`config.mk`:
```
export PLATFORM = sky130hd
export DESIGN_NAME = sipo_frame_rx
export DESIGN_NICKNAME = d
export VERILOG_FILES = /design/src/rtl/sipo_frame_rx.sv
export SDC_FILE = /design/constraint.sdc
export NUM_CORES = 1
export LEC_CHECK = 0
export BUFFER_PORTS_ARGS = -buffer_cell sky130_fd_sc_hd__buf_2
export CAP_MARGIN = 20
export CORE_MARGIN = 1
export CORE_UTILIZATION = 41
export DETAILED_ROUTE_END_ITERATION = 7
export PLACE_DENSITY = 0.64
export SLEW_MARGIN = 20
export SYNTH_ARGS = -nofsm -noshare
export SYNTH_HDL_FRONTEND = slang
export SYNTH_SLANG_ARGS = --single-unit
```
`constraint.sdc`:
```
create_clock -name clk -period 1 [get_ports clk]
set_input_delay 0 -clock clk [delete_from_list [all_inputs] [get_ports clk]]
set_output_delay 0 -clock clk [all_outputs]
set_load 0.03 [all_outputs]
```
`src/rtl/sipo_frame_rx.sv`:
```
// sipo_frame_rx: serial-in, parallel-out frame receiver.
//
// Recovers a WIDTH-bit word from a framed single-wire stream, one bit per clk:
// start bit (0), WIDTH data bits, optional even-parity bit, stop bit (1).
// Delivers the word as a registered parallel value with one-cycle strobes.
//
// Parameters:
//   WIDTH      data bits per frame (>= 2)
//   MSB_FIRST  1: first data bit lands in q[WIDTH-1]; 0: lands in q[0]
//
// Ports:
//   clk         rising-edge clock, one serial bit sampled per edge
//   rst         asynchronous active-high reset
//   sin         serial line, idles high
//   q           last correctly framed word
//   q_valid     one-cycle strobe, q updated this cycle
//   frame_err   one-cycle strobe, stop bit sampled as 0
//   parity_err  one-cycle strobe, parity mismatch (0 unless SIPO_PARITY_EN)
//
// Build option:
//   SIPO_PARITY_EN  when defined, frames carry an even-parity bit between the
//                   last data bit and the stop bit, and parity_err is live.

module sipo_frame_rx #(
    parameter int WIDTH     = 4,
    parameter bit MSB_FIRST = 1
) (
    input  logic             clk,
    input  logic             rst,
    input  logic             sin,
    output logic [WIDTH-1:0] q,
    output logic             q_valid,
    output logic             frame_err,
    output logic             parity_err
);

    localparam int CW = $clog2(WIDTH);

    typedef enum logic [1:0] {IDLE, DATA, PAR, STOP} state_t;

    state_t           state, state_n;
    logic [WIDTH-1:0] shreg, shreg_n;
    logic [CW-1:0]    cnt, cnt_n;
    logic [WIDTH-1:0] q_n;
    logic             q_valid_n, frame_err_n, parity_err_n;
    logic             last_bit;
    logic             par_bad;

`ifdef SIPO_PARITY_EN
    logic             par_bad_n;
`endif

    assign last_bit = (cnt == CW'(WIDTH - 1));

    // ---------------------------------------------------------------
    // State register
    // ---------------------------------------------------------------
    always_ff @(posedge clk or posedge rst) begin
        if (rst) state <= IDLE;
        else     state <= state_n;
    end

    // ---------------------------------------------------------------
    // Next-state logic
    // ---------------------------------------------------------------
    always_comb begin
        state_n = state;
        case (state)
            IDLE: if (!sin) state_n = DATA;
            DATA: begin
                if (last_bit) begin
`ifdef SIPO_PARITY_EN
                    state_n = PAR;
`else
                    state_n = STOP;
`endif
                end
            end
`ifdef SIPO_PARITY_EN
            PAR:  state_n = STOP;
`endif
            // A 0 stop bit still returns to IDLE; IDLE must see the next start.
            STOP:    state_n = IDLE;
            default: state_n = IDLE;
        endcase
    end

    // ---------------------------------------------------------------
    // Output / datapath logic (next values of the registered outputs)
    // ---------------------------------------------------------------
    always_comb begin
        shreg_n      = shreg;
        cnt_n        = cnt;
        q_n          = q;
        q_valid_n    = 1'b0;
        frame_err_n  = 1'b0;
        parity_err_n = 1'b0;
`ifdef SIPO_PARITY_EN
        par_bad_n    = par_bad;
`endif
        case (state)
            IDLE: begin
                if (!sin) begin
                    shreg_n = '0;
                    cnt_n   = '0;
`ifdef SIPO_PARITY_EN
                    par_bad_n = 1'b0;
`endif
                end
            end
            DATA: begin
                if (MSB_FIRST) shreg_n = {shreg[WIDTH-2:0], sin};
                else           shreg_n = {sin, shreg[WIDTH-1:1]};
                // Hold on the last bit so the counter never wraps mid-frame.
                if (!last_bit) cnt_n = cnt + CW'(1);
            end
`ifdef SIPO_PARITY_EN
            PAR: par_bad_n = (^shreg) ^ sin;
`endif
            STOP: begin
                if (sin) begin
                    if (par_bad) begin
                        parity_err_n = 1'b1;
                    end else begin
                        q_n       = shreg;
                        q_valid_n = 1'b1;
                    end
                end else begin
                    frame_err_n  = 1'b1;
                    parity_err_n = par_bad;
                end
            end
            default: ;
        endcase
    end

    // ---------------------------------------------------------------
    // Datapath / output registers
    // ---------------------------------------------------------------
    always_ff @(posedge clk or posedge rst) begin
        if (rst) begin
            shreg      <= '0;
            cnt        <= '0;
            q          <= '0;
            q_valid    <= 1'b0;
            frame_err  <= 1'b0;
            parity_err <= 1'b0;
        end else begin
            shreg      <= shreg_n;
            cnt        <= cnt_n;
            q          <= q_n;
            q_valid    <= q_valid_n;
            frame_err  <= frame_err_n;
            parity_err <= parity_err_n;
        end
    end

`ifdef SIPO_PARITY_EN
    always_ff @(posedge clk or posedge rst) begin
        if (rst) par_bad <= 1'b0;
        else     par_bad <= par_bad_n;
    end
`else
    assign par_bad = 1'b0;
`endif

endmodule

```
==> results of run 1 <==
==> layout by cell type, fill, tap and decap left out <==
cell           count
nand2_1            1
conb_1             1
dfrtp_2            1
mux2_4             4
a22oi_2            1
nor2_1             1
buf_4              5
buf_6              1
a21oi_1            1
ha_4               1
clkbuf_8           1
inv_1              4
o22a_2             1
a22o_1             3
dfrtp_1           13
o2bb2ai_1          2
buf_2              8
nor2_2             2
a21o_2             1
and2_1             1
nor3_2             1
dlygate4sd3_1      2
clkbuf_4           3
nand3_4            1
==> cells by family after synthesis <==
logic type      count (synthesis)
fa+ha+maj                       1
simple gates                    7
mux                             4
flops                          14
buf+inv                         5
compound gates                  9
other cells                     1
==> worst max path at each step <==
stage,from,end,slack [ns]
CTS,state[1]$_DFFE_PP0P_,q[0]$_DFFE_PP0P_,-0.06
finish,state[0]$_DFFE_PP0P_,q[0]$_DFFE_PP0P_,-0.06
detailed placement,cnt[1]$_DFFE_PP0P_,cnt[1]$_DFFE_PP0P_,-0.06
global route,state[0]$_DFFE_PP0P_,q[3]$_DFFE_PP0P_,-0.10
global placement,state[0]$_DFFE_PP0P_,shreg[2]$_DFFE_PP0P_,-0.03
floorplan,state[1]$_DFFE_PP0P_,q[0]$_DFFE_PP0P_,0.003
==> registers in the layout (all words and copies together), names as in the netlist <==
name / flops
cnt: 2
frame_err: 1
q: 4
q_valid: 1
shreg: 4
state: 2
==> synthesized netlist by cell type, drive strengths merged <==
master / number / area (µm²)
a21o: 1 / 8.760
a21oi: 1 / 5.000
a22o: 3 / 26.28
a22oi: 1 / 7.510
and2: 1 / 6.260
buf: 1 / 7.510
conb: 1 / 3.750
dfrtp: 14 / 350.3
ha: 1 / 12.51
inv: 4 / 15.01
mux2: 4 / 45.04
nand2: 1 / 3.750
nand3: 1 / 10.01
nor2: 3 / 11.26
nor3: 1 / 5.000
o22a: 1 / 10.01
o2bb2ai: 2 / 17.52
==> power by group <==
group	total [mW]	leakage (nW)	internal, mW	switching, mW
combinational	1.22	0.197	0.618	0.601
sequential	0.987	0.174	0.811	0.176
clock	0.410	0.0210	0.222	0.188
==> worst max-delay path: stages, from the launching register on <==
cell     delay [ns]
dfrtp_1        0.40
buf_4          0.15
nand3_4        0.09
mux2_4         0.31
==> cell type report <==
class / count / area share
flip-flops and latches: 14 / 0.4676
multi-input cells: 22 / 0.2962
repair buffers: 16 / 0.1448
clock buffers: 4 / 0.04825
well taps: 14 / 0.02329
inverters: 4 / 0.01997
==> timing repair <==
| item | in CTS | in global routing |
|---|---|---|
| hold buffers | 2 | 0 |
| endpoints found under the hold margin | 15 | 0 |
| setup endpoints to repair | 10 | 11 |
| setup buffers | 0 | 2 |
| pin swaps | 2 | 1 |
| gates resized for setup | 5 | 8 |
==> per-layer routing <==
metal,vias to the layer above,part of all wire
met4,0,0.027
li1,178,-
met5,-,0
met3,5,0.031
met2,9,0.48
met1,180,0.46
==> out/metrics.yaml, run 1 <==
arrival_ns: 1.24
synth_top_family_by_area: "compound AO/OA/AOI/OAI gates"
fmax_mhz: 941.6
detail_route.vias_per_cell: 5.027
cts_max_path_buffers: 2
worst_slew_pin_slew_ns: 0.5047
grt.met3_usage: 0.03488
r2r_end: "q[0]$_DFFE_PP0P_"
grt_pass1_wl_mm: 1.600
post-place-ws_ns: -0.05641
rows: 12
die_w_um: 38.48
place_inst: 66
yosys.area_share.adder: 0.02294
cts.htree.levels: 1
p_per_area_nw_per_um2: 3479
reg2reg_depth: 3
ys_types: 17
required_ns: 1.17
drt-initial-drc-count: 2
nets: 65
ys_ff_latch: 14
antenna_left: 0
setup_slack_ns: -0.06202
p_leak_nw: 0.3914
synth_compound_area_frac: 0.1376
postPlaceCellArea_um2: 625.6
start_util: 0.4658
port-buffer-count: 8
layout.cells.non_filler: 74
postSynthNetCount: 45
clock_latency_ns: 0.28
design_area_um2: 752.0
die_h_um: 38.48
fin_skew_ns: 0.003585
dr.pass1.iters: 2
whs_ns: 0.03193
grt_pass1_vias: 373
hold_depth: 2
report.final.slew_viol_count: 0
final.period_utilization: 1.062
globalRouteMet1Util: 0.2030
violations: "negative setup slack"
fillers: 100
cts_buffers: 3
worstHoldStart: "sin"
r2r_slack_ns: -0.06
gp_congestion: 0.8044
utilization: 0.6421
synthesis.area_um2: 545.5
multi_input_area_um2: 222.7
syn_avg_cell_area_um2: 13.31
end_kind: "flip-flop"
diodes: 0
grt-ovfl-total: 0
status: "finished with violations"
synth_xor_area_frac: 0
area_delta_synth_final_pct: 37.84
startpoint_type: "flip-flop"
wirelength_um: 992
grt_use_total: 0.1691
yosys.area_share.simple: 0.06651
yosysWarnings: 0
hold_end: "shreg[0]$_DFFE_PP0P_"
fin_crit_ns: 1.062
grt_antenna_before_repair: 0
hold_viol: 0
ir_drop_v: 0.001512
io_pins: 10
regArea_um2: 351.6
fin_tns_setup_ns: -0.4182
synth_mux_area_frac: 0.08257
busiest_layer: "met2"
cap_violations: 0
p_total_mw: 2.616
rr_startpoint: "state[0]$_DFFE_PP0P_"
drive_above_1_share: 0.5167
path_max_fanout: 5
drc_errors: 0
wl_per_cell_um: 13.41
ys_seq_area_frac: 0.6422
core_um2: 1171
rsz0062_at_grt: "true"
vias: 372
cts_tree: "done"
criticalPathCategory: "flip-flop to flip-flop"
clock_sinks: 14
use_met2: 0.2627
slew_headroom: 0.6631
setup_violations: 9
dpl.hpwl_um: 686.8
die_area_um2: 1480
grt_max_degree: 15
clk_pin_slew_ns: 0.09
cts_root_buffer: "clkbuf_4"
syn-instance-count: 41
worstHoldPathType: "primary input to flip-flop"
Note: power is estimated with default switching activity, not from simulation.
==> inputs of run 2 (changes only) <==
--- a/config.mk
+++ b/config.mk
@@ -15,3 +15,4 @@
 export SYNTH_ARGS = -nofsm -noshare
 export SYNTH_HDL_FRONTEND = slang
 export SYNTH_SLANG_ARGS = --single-unit
+export TNS_END_PERCENT = 30
==> constraint.sdc (replaced) <==
create_clock -name clk -period 1 [get_ports clk]
set_input_delay 0.05 -clock clk [delete_from_list [all_inputs] [get_ports clk]]
set_output_delay 0.05 -clock clk [all_outputs]
set_load 0.03 [all_outputs]
==> run 2 against run 1 <==
Against the previous run: the run still ends with negative setup slack left; sequential power about the same; global-route usage unchanged; flip-flop and latch count stayed put; combinational power hardly changed; maximum frequency unchanged; core utilization is the same; clock-buffer cell count did not move; final area unchanged; largest power group unchanged; highest routed layer unchanged.
==> out/metrics.yaml, run 2 (same netlist as run 1, synthesis figures left out) <==
status: "finished with violations"
violations: "negative setup slack"
die_h_um: 38.48  # unchanged
setup_violations: 9  # unchanged
diodes: 0  # unchanged
p_per_area_nw_per_um2: 3479  # unchanged
path_max_fanout: 5  # unchanged
fin_skew_ns: 0.003585  # unchanged
grt_pass1_wl_mm: 1.600  # unchanged
gp_congestion: 0.8044  # unchanged
core_um2: 1171  # unchanged
fmax_mhz: 941.6  # unchanged
cts_root_buffer: "clkbuf_4"
startpoint_type: "flip-flop"
final.period_utilization: 1.062  # unchanged
die_w_um: 38.48  # unchanged
dr.pass1.iters: 2  # unchanged
clock_sinks: 14  # unchanged
grt_pass1_vias: 373  # unchanged
wirelength_um: 992  # unchanged
io_pins: 10  # unchanged
design_area_um2: 752.0  # unchanged
postPlaceCellArea_um2: 625.6  # unchanged
grt-ovfl-total: 0  # unchanged
mostFrequentLayoutCells: "13 x dfrtp_1, 8 x buf_2, 5 x buf_4, 4 x inv_1, 4 x mux2_4"
clock_latency_ns: 0.28  # about the same
worst_slew_pin_slew_ns: 0.5047  # unchanged
grt_use_total: 0.1691  # unchanged
clk_pin_slew_ns: 0.09  # about the same
die_area_um2: 1480  # unchanged
multi_input_area_um2: 222.7  # unchanged
hold_viol: 0  # unchanged
utilization: 0.6421  # unchanged
rows: 12  # unchanged
report.final.slew_viol_count: 0  # unchanged
end_kind: "flip-flop"
p_total_mw: 2.616  # unchanged
setup_slack_ns: -0.06202  # unchanged
antenna_left: 0  # unchanged
required_ns: 1.17  # about the same
cts_tree: "done"
vias: 372  # unchanged
cap_violations: 0  # unchanged
worstHoldPathType: "primary input to flip-flop"
port-buffer-count: 8  # unchanged
rsz0062_at_grt: "true"
grt_max_degree: 15  # unchanged
criticalPathCategory: "flip-flop to flip-flop"
slew_headroom: 0.6631  # unchanged
drt-initial-drc-count: 2  # unchanged
dpl.hpwl_um: 686.8  # unchanged
final_common_cell: "dfrtp_1"
fin_crit_ns: 1.062  # unchanged
reg_top3: "q (4), shreg (4)"
area_delta_synth_final_pct: 37.84  # unchanged
arrival_ns: 1.24  # about the same
fillers: 100  # unchanged
detail_route.vias_per_cell: 5.027  # unchanged
wl_per_cell_um: 13.41  # unchanged
ir_drop_v: 0.001512  # unchanged
drc_errors: 0  # unchanged
drive_above_1_share: 0.5167  # unchanged
grt_antenna_before_repair: 0  # unchanged
cts_buffers: 3  # unchanged
nets: 65  # unchanged
cts_max_path_buffers: 2  # unchanged
p_leak_nw: 0.3914  # unchanged
cts.htree.levels: 1  # unchanged
start_util: 0.4658  # unchanged
regArea_um2: 351.6  # unchanged
run 2: cell counts in the layout (fill, tap and decap cells not counted):
Identical to the previous run, type by type.
run 2: timing repair:
item                                   in CTS  in global routing
pin swaps                                   2                  1
gates resized for setup                     5                  8
hold buffers                                2                  0
endpoints found under the hold margin      15                  0
setup buffers                               0                  2
setup endpoints to repair                  10                 11
run 2: per-layer routing:
layer	GRT usage	vias to the layer above	routed length, µm
li1	-	178	-
met1	0.2030	180	453
met2	0.2627	9	479
met3	0.03488	5	31
met4	0.1293	0	27
met5	0	-	0
run 2: worst paths after layout:
path / from / endpoint / slack [ns] / cells after the start
setup / recovery: state[0]$_DFFE_PP0P_ / q[0]$_DFFE_PP0P_ / -0.06 / 3
min in group asynchronous: rst / q_valid$_DFF_PP0_ / 0.33 / 3
hold / removal: sin / shreg[0]$_DFFE_PP0P_ / 0.08 / 2
setup reg to reg: state[0]$_DFFE_PP0P_ / q[0]$_DFFE_PP0P_ / -0.06 / 3
max in group asynchronous: rst / state[1]$_DFFE_PP0P_ / 0.31 / 3
hold reg to reg: q[2]$_DFFE_PP0P_ / q[2]$_DFFE_PP0P_ / 0.51 / 1
run 2: area by class of cell:
cell class              instances  area share
inverters                       4     0.01997
repair buffers                 16      0.1448
multi-input cells              22      0.2962
flip-flops and latches         14      0.4676
well taps                      14     0.02329
clock buffers                   4     0.04825
run 2: critical path, cell delays in order (launching register included):
cell     delay [ns]
dfrtp_1        0.40
buf_4          0.15
nand3_4        0.09
mux2_4         0.31
run 2: per-stage QoR:
step	hold WS, ns	cells	worst slack [ns]	setup TNS [ns]
global route	0.08689	74	-0.1002	-0.8779
CTS	0.06062	72	-0.06344	-0.4269
finish	0.08193	74	-0.06202	-0.4182
detailed placement	0.1086	66	-0.05641	-0.4080
floorplan	-0.06078	41	0.002626	0
global placement	0.08883	66	-0.03227	-0.09488
run 2: power breakdown:
group,internal (mW),total [mW],switching (mW)
Clock,0.222,0.410,0.188
Combinational,0.618,1.22,0.601
Sequential,0.811,0.987,0.176
Total,1.65,2.62,0.965
